--- config.mk ---
export PLATFORM = sky130hd
export DESIGN_NAME = et_gate_flat
export DESIGN_NICKNAME = d
export VERILOG_FILES = /design/src/rtl/et_gate_if.sv /design/src/rtl/et_gate.sv /design/src/flat_wrapper.sv
export SDC_FILE = /design/constraint.sdc
export NUM_CORES = 1
export LEC_CHECK = 0
export ABC_AREA = 1
export CORE_MARGIN = 10
export CORE_UTILIZATION = 45
export CTS_BUF_LIST = sky130_fd_sc_hd__clkbuf_8
export CTS_CLUSTER_DIAMETER = 150
export DETAILED_ROUTE_END_ITERATION = 10
export PLACE_DENSITY = 0.85
export SYNTH_ARGS = -nofsm -noshare
export SYNTH_HDL_FRONTEND = slang
export SYNTH_SLANG_ARGS = --single-unit
export TNS_END_PERCENT = 5
--- constraint.sdc ---
create_clock -name clk -period 2.2 [get_ports clk]
set_clock_uncertainty 0.15 [all_clocks]
set_input_delay 0.33 -clock clk [delete_from_list [all_inputs] [get_ports clk]]
set_output_delay 0.33 -clock clk [all_outputs]
set_load 0.05 [all_outputs]
--- src/rtl/et_gate_if.sv ---
// Stream interfaces for the eligibility-time gate: a frame stream and a timestamp stream.

interface et_gate_axis_if #(
    parameter int unsigned DATA_W = 8,
    parameter int unsigned KEEP_W = 1
);
    logic [DATA_W-1:0] tdata;
    logic [KEEP_W-1:0] tkeep;
    logic              tvalid;
    logic              tlast;
    logic              tready;

    modport master (output tdata, output tkeep, output tvalid, output tlast, input tready);
    modport slave  (input tdata, input tkeep, input tvalid, input tlast, output tready);
endinterface

interface et_gate_ts_if #(
    parameter int unsigned TS_W = 72
);
    logic [TS_W-1:0] tdata;
    logic            tvalid;
    logic            tready;

    modport master (output tdata, output tvalid, input tready);
    modport slave  (input tdata, input tvalid, output tready);
endinterface

--- src/rtl/et_gate.sv ---
// Eligibility-time gate: holds each frame until current_time reaches its
// eligibility timestamp, then forwards it through a registered stream slice.

module et_gate #(
    parameter int unsigned C_AXIS_TDATA_WIDTH = 8,
    parameter int unsigned C_AXIS_TKEEP_WIDTH = C_AXIS_TDATA_WIDTH / 8,
    parameter int unsigned TIMESTAMP_WIDTH    = 72
) (
    input  logic                       clk,
    input  logic                       rstn,
    input  logic [TIMESTAMP_WIDTH-1:0] current_time,
    et_gate_axis_if.slave              s_axis,
    et_gate_ts_if.slave                s_axis_timestamp,
    et_gate_axis_if.master             m_axis,
    output logic                       hold_active,
    output logic [31:0]                stat_frames
);

    localparam int unsigned DW = C_AXIS_TDATA_WIDTH;
    localparam int unsigned KW = C_AXIS_TKEEP_WIDTH;
    localparam int unsigned TW = TIMESTAMP_WIDTH;

    typedef enum logic [1:0] {
        S_IDLE = 2'd0,
        S_HOLD = 2'd1,
        S_PASS = 2'd2
    } state_t;

    state_t          r_state;
    logic [TW-1:0]   r_et;
    logic            r_hold_active;
    logic [DW-1:0]   r_tdata;
    logic [KW-1:0]   r_tkeep;
    logic            r_tvalid;
    logic            r_tlast;
    logic [31:0]     r_stat;

    logic [TW-1:0]   w_diff;
    logic            w_eligible;
    logic            w_ts_ready;
    logic            w_ts_hs;
    logic            w_s_ready;
    logic            w_s_hs;
    logic            w_m_hs;

    // Wrap-safe "current_time >= et": the modular difference is non-negative.
    assign w_diff     = current_time - r_et;
    assign w_eligible = ~w_diff[TW-1];

    // Handshake decode; the input beat path only opens in PASS when the slice can take it.
    assign w_ts_ready = (r_state == S_IDLE);
    assign w_ts_hs    = w_ts_ready && s_axis_timestamp.tvalid;
    assign w_s_ready  = (r_state == S_PASS) && (!r_tvalid || m_axis.tready);
    assign w_s_hs     = w_s_ready && s_axis.tvalid;
    assign w_m_hs     = r_tvalid && m_axis.tready;

    // Gate state machine: wait for a timestamp, hold until eligible, pass one frame.
    always_ff @(posedge clk) begin
        if (!rstn) begin
            r_state       <= S_IDLE;
            r_et          <= '0;
            r_hold_active <= 1'b0;
        end else begin
            case (r_state)
                S_IDLE: begin
                    if (w_ts_hs) begin
                        r_et          <= s_axis_timestamp.tdata;
                        r_state       <= S_HOLD;
                        r_hold_active <= 1'b1;
                    end
                end
                S_HOLD: begin
                    if (w_eligible) begin
                        r_state       <= S_PASS;
                        r_hold_active <= 1'b0;
                    end
                end
                S_PASS: begin
                    if (w_s_hs && s_axis.tlast) begin
                        r_state <= S_IDLE;
                    end
                end
                default: begin
                    r_state       <= S_IDLE;
                    r_hold_active <= 1'b0;
                end
            endcase
        end
    end

    // Output slice: load on input beat, drop valid once consumed, hold under backpressure.
    always_ff @(posedge clk) begin
        if (!rstn) begin
            r_tdata  <= '0;
            r_tkeep  <= '0;
            r_tvalid <= 1'b0;
            r_tlast  <= 1'b0;
        end else if (w_s_hs) begin
            r_tdata  <= s_axis.tdata;
            r_tkeep  <= s_axis.tkeep;
            r_tvalid <= 1'b1;
            r_tlast  <= s_axis.tlast;
        end else if (m_axis.tready) begin
            r_tvalid <= 1'b0;
        end
    end

    // Forwarded-frame counter, stepped on each last-beat output handshake.
    always_ff @(posedge clk) begin
        if (!rstn) begin
            r_stat <= '0;
        end else if (w_m_hs && r_tlast) begin
            r_stat <= r_stat + 32'd1;
        end
    end

    assign s_axis.tready           = w_s_ready;
    assign s_axis_timestamp.tready = w_ts_ready;
    assign m_axis.tdata            = r_tdata;
    assign m_axis.tkeep            = r_tkeep;
    assign m_axis.tvalid           = r_tvalid;
    assign m_axis.tlast            = r_tlast;
    assign hold_active             = r_hold_active;
    assign stat_frames             = r_stat;

endmodule

--- src/flat_wrapper.sv ---
// flat-port wrapper written by rule: the top's interface ports become plain ports
module et_gate_flat 
#(
    parameter int unsigned C_AXIS_TDATA_WIDTH = 8,
    parameter int unsigned C_AXIS_TKEEP_WIDTH = C_AXIS_TDATA_WIDTH / 8,
    parameter int unsigned TIMESTAMP_WIDTH    = 72
)
  (clk, rstn, current_time, hold_active, stat_frames, s_axis_tdata, s_axis_tkeep, s_axis_tvalid, s_axis_tlast, s_axis_tready, s_axis_timestamp_tdata, s_axis_timestamp_tvalid, s_axis_timestamp_tready, m_axis_tdata, m_axis_tkeep, m_axis_tvalid, m_axis_tlast, m_axis_tready);
  et_gate_axis_if #(.DATA_W((8)), .KEEP_W((1))) s_axis_i ();
  et_gate_ts_if #(.TS_W((72))) s_axis_timestamp_i ();
  et_gate_axis_if #(.DATA_W((8)), .KEEP_W((1))) m_axis_i ();
  input  logic clk;
  input  logic rstn;
  input  logic [TIMESTAMP_WIDTH-1:0] current_time;
  output logic hold_active;
  output logic [31:0] stat_frames;
  input wire logic [$bits(s_axis_i.tdata)-1:0] s_axis_tdata;
  input wire logic [$bits(s_axis_i.tkeep)-1:0] s_axis_tkeep;
  input wire logic [$bits(s_axis_i.tvalid)-1:0] s_axis_tvalid;
  input wire logic [$bits(s_axis_i.tlast)-1:0] s_axis_tlast;
  output wire logic [$bits(s_axis_i.tready)-1:0] s_axis_tready;
  input wire logic [$bits(s_axis_timestamp_i.tdata)-1:0] s_axis_timestamp_tdata;
  input wire logic [$bits(s_axis_timestamp_i.tvalid)-1:0] s_axis_timestamp_tvalid;
  output wire logic [$bits(s_axis_timestamp_i.tready)-1:0] s_axis_timestamp_tready;
  output wire logic [$bits(m_axis_i.tdata)-1:0] m_axis_tdata;
  output wire logic [$bits(m_axis_i.tkeep)-1:0] m_axis_tkeep;
  output wire logic [$bits(m_axis_i.tvalid)-1:0] m_axis_tvalid;
  output wire logic [$bits(m_axis_i.tlast)-1:0] m_axis_tlast;
  input wire logic [$bits(m_axis_i.tready)-1:0] m_axis_tready;
  assign s_axis_i.tdata = s_axis_tdata;
  assign s_axis_i.tkeep = s_axis_tkeep;
  assign s_axis_i.tvalid = s_axis_tvalid;
  assign s_axis_i.tlast = s_axis_tlast;
  assign s_axis_tready = s_axis_i.tready;
  assign s_axis_timestamp_i.tdata = s_axis_timestamp_tdata;
  assign s_axis_timestamp_i.tvalid = s_axis_timestamp_tvalid;
  assign s_axis_timestamp_tready = s_axis_timestamp_i.tready;
  assign m_axis_tdata = m_axis_i.tdata;
  assign m_axis_tkeep = m_axis_i.tkeep;
  assign m_axis_tvalid = m_axis_i.tvalid;
  assign m_axis_tlast = m_axis_i.tlast;
  assign m_axis_i.tready = m_axis_tready;
  et_gate #(.C_AXIS_TDATA_WIDTH(C_AXIS_TDATA_WIDTH), .C_AXIS_TKEEP_WIDTH(C_AXIS_TKEEP_WIDTH), .TIMESTAMP_WIDTH(TIMESTAMP_WIDTH)) u_core (.clk(clk), .rstn(rstn), .current_time(current_time), .s_axis(s_axis_i), .s_axis_timestamp(s_axis_timestamp_i), .m_axis(m_axis_i), .hold_active(hold_active), .stat_frames(stat_frames));
endmodule
==> impl_results.md, run 1 <==
* Outcome: finished, final reports clean
* Global-route wire length before repair at 30.64 mm
* Most frequent cells in the layout: clkdlybuf4s50_1, nand2_1, inv_1
* Mapped Cells at 869
* Crit-path slowest cell: dfxtp_1
* RSZ-0062 raised after global routing: true
* Worst endpoint required time at 2.36 ns
* Crit-path cells: inv_1, ha_1, nand2_1, nor2_2, nand2_2, nor2_4, nand2_2, nor2_4, nand2_1, nand2_1, inv_1, nand3_2, nand2_1, nand3_2, nand2_1, nand2_1, a21oi_2
* Synth-to-layout area growth at 49.76%
* Commonest non-fill, non-tap cell in the layout: clkdlybuf4s50_1
* Hold buffer count at CTS at 0
* Syn_nets at 1099
* Initial Util at 0.4620
* Clk slew on worst S/H paths at 0.08 ns
* Maximum Capacitance Violations at 0
* Synth Area in Compound Gates at 0.1749
* Congestion Overflow GR at 0
* GRT met3 Usage at 0.05988
* FF-to-FF setup slack at 0.03 ns
* Slew @ Worst Pin at 0.5564 ns
* Setup violators final at 0
* Reg2Reg Launch Point: u_core.r_et[67]
* Power consumption at 5788 uW
* Total Routing Usage GR at 0.1916
* Num CTS Buffers at 17
* Routed WL per cell at 15.80 um
* Core Region at 13930 um^2
* Syn_area_per_cell at 7.408 um^2
* Type of origin of the critical path: flip-flop
* Ports at 205
* Pin count of the biggest net entering global routing at 52
* Clk_lat worst skew at 0.44 ns
* Register area share after synthesis at 0.3670
* IO buf count at 204
* Slew Limit Fails at 0
* # diodes at 0
* Yosys warns at 0
* ANT nets after route at 0
* CTS Sinks at 118
* Final clock period utilization by the worst path at 0.9846
* RePlAce Congestion at 0.9084
* HP Class: input pin to flip-flop
* VDD IR-drop max at 0.0003186 V
* Share of layout cells above drive strength 1 at 0.1427
* Achievable frequency at 0.4617 GHz
* Initial antenna violation count at 0
* Cell Area, Synth at 6437 um^2
* CTS H-tree depth at 4
* Die Width at 139.6 um
* CTS tree: yes
* DR DRC count at 0
* HP Start: rstn
* Core Util, Final at 0.6918
* Setup TNS at 0 ns
* FF-to-FF path depth at 17
* Final Hold Fails at 0
* DIE AREA at 19490 um^2
* Number of synthesized register bits at 118
* Vias in the first global route at 6152
* Static leakage at 0.004186 uW
* CP most frequent cell: nand2_1
* Met2 GRT Util at 0.3274
* CP max stage delay at 0.31 ns
* Vias at 6536
* Final critical-path required period at 2.166 ns
* Total wire length at 20.44 mm
* Largest family of logic cells by synthesized area: simple AND/OR/NAND/NOR gates
* Crit Path Category: flip-flop to flip-flop
* CP endpoint kind: flip-flop
* Netlist cell types at 36
* Met1 usage at 0.2199
* Root Buffer: clkbuf_8
* XOR/XNOR Fraction of Synth Area at 0.01224
* Pre-antenna DRT Iters at 5
* Fin nets at 1331
* Detailed Route Iter0 Violations at 314
* WHS Path Cells at 4
* Std-Cell Rows at 43
* Via-to-Cell Ratio at 5.051
* CP Launch Point: u_core.r_et[67]
* Critical Path AT at 2.32 ns
* Maximum fanout along the worst path at 3
* Power per standard cell area at 600.4 nW/um^2
* CTS max path bufs at 2
* Layout fillers at 1079
* HPWL Detailed at 15.48 mm
* Die H at 139.6 um
* Slew margin rel. at 0.6279
* Most Crowded Layer GR: met2
* Mux contribution to synthesized area at 0
* Post-Synth Adder-Cell Area at 0.1380
* Synth Area in Simple Gates at 0.2103
* Final hold slack at 0.2683 ns
## power breakdown
| part | switching (uW) | internal, uW |
|---|---|---|
| clock network | 872 | 1150 |
| registers | 47.5 | 2300 |
| logic | 739 | 675 |
## critical path, delay by kind of cell (launching register included)
family | cells | cell delay [ns]
AND/OR/NAND/NOR | 13 | 1.12
flip-flops | 1 | 0.31
adder cells (fa/ha/maj) | 1 | 0.31
buffers and inverters | 2 | 0.12
AO/OA/AOI/OAI | 1 | 0.05
## worst paths after layout
kind                      endpoint
max             u_core.hold_active
min reg2reg        u_core.r_et[16]
max reg2reg     u_core.hold_active
min          u_core.stat_frames[4]
## registers in the layout, indices dropped and copies added (netlist names)
signal,cells
u_core.hold_active,1
u_core.stat_frames,32
u_core.m_axis.tkeep,1
u_core.m_axis.tdata,8
u_core.m_axis.tlast,1
u_core.r_state,2
u_core.r_et,72
u_core.m_axis.tvalid,1
## final cells by class
| type | count | area, um^2 | share of cell area |
|---|---|---|---|
| clock buffer | 19 | 261.5 | 0.02713 |
| clock inverter | 13 | 140.1 | 0.01454 |
| inverter | 137 | 515.5 | 0.05347 |
| multi-input combinational | 584 | 3749 | 0.3888 |
| sequential | 118 | 2369 | 0.2457 |
| tap | 180 | 225.2 | 0.02336 |
| timing repair buffer | 243 | 2381 | 0.2470 |
## timing repair
action | CTS | global route
pin swaps | 0 | 24
setup endpoints to repair | 11 | 14
gates cloned | 0 | 0
buffers inserted | 0 | 2
gates resized for setup | 12 | 59
## cell usage after synthesis
library cell  instances  area (um^2)
a21boi_0              1        7.510
a21o_1                3        22.52
a21oi_1             127        635.6
a31oi_1               2        12.51
and3_1                1        6.260
clkbuf_1             30        112.6
clkinv_2              1        5.000
dfxtp_1             118         2362
ha_1                 71        888.4
inv_1               133        499.2
inv_2                 3        11.26
nand2_1             142        533.0
nand2_2               7        43.79
nand2_4               1        11.26
nand3_1              29        145.1
nand3_2               1        10.01
nand3_4               1        17.52
nand4_1               6        37.54
nand4_2               3        37.54
nor2_1               56        210.2
nor2_2                6        37.54
nor2_4                2        22.52
nor2_8                1        20.02
nor3_1               12        60.06
nor3_2                4        40.04
nor3b_1               1        7.510
nor3b_2               1        12.51
nor4_1                6        37.54
nor4_4                3        63.81
o211ai_1              1        7.510
o21a_1                1        7.510
o21ai_0              84        420.4
o21ai_1               1        5.000
o21bai_1              1        7.510
xnor2_1               2        17.52
xor2_1                7        61.31
## cell families (layout without fill, tap and decap cells)
group / count (synthesis) / after routing
and+or+nand+nor: 283 / 283
AOI/OAI and AO/OA: 221 / 221
buffers and inverters: 167 / 412
DFF: 118 / 118
adders and majority gates: 71 / 71
xor gates and xnor gates: 9 / 9
## routing by layer
layer,up-vias,wire [um]
met5,-,0
met4,0,500
met3,33,1527
met2,203,10180
met1,2979,8237
li1,3321,-
## through the flow
step | area, um^2 | worst slack [ns] | instances
after global placement | 8920 | -0.3402 | 1260
after floorplan | 6442 | 0.001483 | 869
after detailed placement | 8920 | -0.4302 | 1260
after CTS | 9318 | 0.005859 | 1292
final | 9641 | 0.03398 | 1294
after global routing | 9641 | -0.1008 | 1294
No activity file was read; power rests on OpenSTA's default activity.
==> inputs of run 2 (changes only) <==
REMOVE_ABC_BUFFERS = 1   (was not set)
==> impl_results.md, run 2 (synthesis gave the netlist of run 1 again) <==
* Most frequent cells in the layout: clkdlybuf4s50_1, inv_1, nand2_1
* Core Region at 13930 um^2 (unchanged)
* Routed length on met2 at 8.976 mm (-12%)
* Setup violators final at 0 (unchanged)
* Power consumption at 5529 uW (-4.5%)
* Design area at 9318 um^2 (-3.3%)
* CP endpoint: stat_frames[17]
* Final clock period utilization by the worst path at 0.9648 (-0.01976)
* Die Width at 139.6 um (unchanged)
* CP Launch Point: u_core.stat_frames[17]
* Metal1 wirelength at 7.625 mm (-7.4%)
* Failing checks: DRC
* Share of layout cells above drive strength 1 at 0.1097 (-0.03303)
* Power per standard cell area at 593.4 nW/um^2 (-1.2%)
* Placed cell count at 1251 (-0.71%)
* HP Start: rstn
* Storage element area at 2371 um^2 (+0.11%)
* Ports at 205 (unchanged)
* Commonest non-fill, non-tap cell in the layout: clkdlybuf4s50_1
* RePlAce Congestion at 0.8904 (-2.0%)
* Top reg by flops: u_core.r_et
* CTS tree: yes
* Total Routing Usage GR at 0.1815 (-0.01013)
* CTS H-tree depth at 4 (unchanged)
* Initial antenna violation count at 0 (unchanged)
* Maximum Capacitance Violations at 0 (unchanged)
* Met3 Wirelength at 1.545 mm (+1.2%)
* Critical Path AT at 1.64 ns (-0.68 ns)
* Min setup slack post-route at 0.07744 ns (+0.04346 ns)
* Hold buffer count at CTS at 0 (unchanged)
* CP endpoint kind: primary output
* Routed WL per cell at 14.46 um (-8.5%)
* Total wire length at 18.55 mm (-9.3%)
* Setup TNS at 0 ns (unchanged)
* Slew @ Worst Pin at 0.5534 ns (-0.003052 ns)
* Global-route wire length before repair at 29.37 mm (-4.2%)
* ANT nets after route at 0 (unchanged)
* Synth-to-layout area growth at 44.74%
* Outcome: complete, but fails checks
* Final critical-path required period at 2.123 ns (-0.04346 ns)
* Via-to-Cell Ratio at 4.942 (-2.2%)
* Clk_lat worst skew at 0.43 ns (about the same)
* Initial Util at 0.4620 (unchanged)
* CP max stage delay at 0.83 ns (+0.52 ns)
* Achievable frequency at 0.4711 GHz (+2.0%)
* Root Buffer: clkbuf_8
* Type of origin of the critical path: flip-flop
* VDD IR-drop max at 0.0003736 V (+17%)
* RSZ-0062 raised after global routing: true
* Reg2Reg Launch Point: u_core.r_et[52]
* Seq pwr share at 0.424 (+0.018)
* Fin nets at 1320 (-0.83%)
* Clk pwr share at 0.344 (-0.006)
* WP depth at 1 (-16)
* Congestion Overflow GR at 0 (unchanged)
* HP Class: input pin to flip-flop
* Logic pwr share at 0.232 (-0.012)
* Pint at 3961 uW (-4.1%)
* Static leakage at 0.004064 uW (-2.9%)
* CTS max path bufs at 2 (unchanged)
* Post-place setup slack at -0.4581 ns (-0.02793 ns)
* Slew margin rel. at 0.6299 (+0.002041)
* DR DRC count at 2 (+2)
* DIE AREA at 19490 um^2 (unchanged)
* HPWL Detailed at 14.55 mm (-6.0%)
* Layout fillers at 1131 (+4.8%)
* Crit Path Category: flip-flop to primary output
* WP buf/inv at 1 (-1)
* CTS Sinks at 118 (unchanged)
* CP delay by family, top: buffers and inverters
* Net Sw Frac at 0.2837 (-0.002847)
* Non-Filler Instances at 1283 (-0.85%)
* Slew Limit Fails at 0 (unchanged)
* Area of placed instances at 8850 um^2 (-0.79%)
* Detailed Route Iter0 Violations at 243 (-23%)
* Crit-path cells: clkdlybuf4s50_1
* Die H at 139.6 um (unchanged)
* Worst endpoint required time at 1.72 ns (-0.64 ns)
* Switching power at 1569 uW (-5.4%)
* Crit-path slowest cell: clkdlybuf4s50_1
* Vias in the first global route at 6243 (+1.5%)
* FF-to-FF path depth at 17 (unchanged)
* FF-to-FF setup slack at 0.12 ns (+0.09 ns)
* Largest register FFs at 72 (unchanged)
* Maximum fanout along the worst path at 3 (unchanged)
* Final Hold Fails at 0 (unchanged)
* Pre-antenna DRT Iters at 8 (+3)
* Area of the multi-input gates at 3540 um^2 (-5.6%)
* Reg2reg end: u_core.hold_active
* Num CTS Buffers at 17 (unchanged)
* Vias at 6340 (-3.0%)
* IO buf count at 204 (unchanged)
* Pin count of the biggest net entering global routing at 60 (+15%)
* Std-Cell Rows at 43 (unchanged)
* Highest metal layer with signal wires: met4
* Clk slew on worst S/H paths at 0.07 ns (about the same)
* # diodes at 0 (unchanged)
==> run 2: cell count changes in the layout (fill, tap and decap cells not counted), moves of 3 or more <==
cell	delta
ha_4	-14
dlygate4sd2_1	+4
buf_4	-12
ha_1	+14
dlymetal6s2s_1	-3
a21oi_1	+3
inv_1	+6
a21oi_2	-3
inv_2	-6
==> run 2: layout make-up <==
class | instances | share of cell area
sequential | 118 | 0.2545
tap | 180 | 0.02417
clock buffer | 19 | 0.02807
timing repair buffer | 232 | 0.2456
multi-input combinational | 584 | 0.3799
clock inverter | 13 | 0.01249
inverter | 137 | 0.05532
==> run 2: worst min path at each step <==
stage | endpoint | cells after the start | slack, ns
after floorplan | u_core.r_et[10] | 2 | 0.28
after global placement | u_core.r_et[9] | 2 | 0.29
after detailed placement | u_core.r_et[56] | 2 | 0.30
after CTS | u_core.stat_frames[3] | 3 | 0.002
after global routing | u_core.stat_frames[3] | 3 | 0.03
final | u_core.stat_frames[3] | 3 | 0.03
==> run 2: through the flow <==
step	util	hold WS, ns
final	0.6687	0.02774
after global routing	0.6687	0.02769
after CTS	0.6612	0.001754
after detailed placement	0.6351	0.2994
after global placement	0.6351	0.2920
after floorplan	-	0.2825
==> run 2: power groups by stage <==
| stage | Clock [uW] | Sequential, uW | Combinational [uW] |
|---|---|---|---|
| 5_1_grt | 2050 | 2360 | 1470 |
| 6_report | 1900 | 2350 | 1280 |
| 4_1_cts | 1950 | 2350 | 1280 |
| 3_5_place_dp | 0 | 2390 | 1270 |
| 2_1_floorplan | 0 | 2410 | 681 |
| 3_3_place_gp | 0 | 2390 | 1230 |
==> run 2: worst min-delay path: cells and delay by family <==
| family | cells | cell delay [ns] |
|---|---|---|
| AOI/OAI and AO/OA | 2 | 0.11 |
| buffers and inverters | 1 | 0.12 |
==> run 2: repair_timing <==
action | 4_1_cts | 5_1_grt
pin swaps | 0 | 11
buffers inserted | 0 | 0
endpoints found under the setup margin | 15 | 11
gates resized for setup | 14 | 35
==> run 2: layer usage <==
metal  vias to the layer above  track usage
met5                         -            0
met4                         0      0.06848
met3                        25      0.06737
met2                       208       0.3088
met1                      2815       0.2017
li1                       3292            -
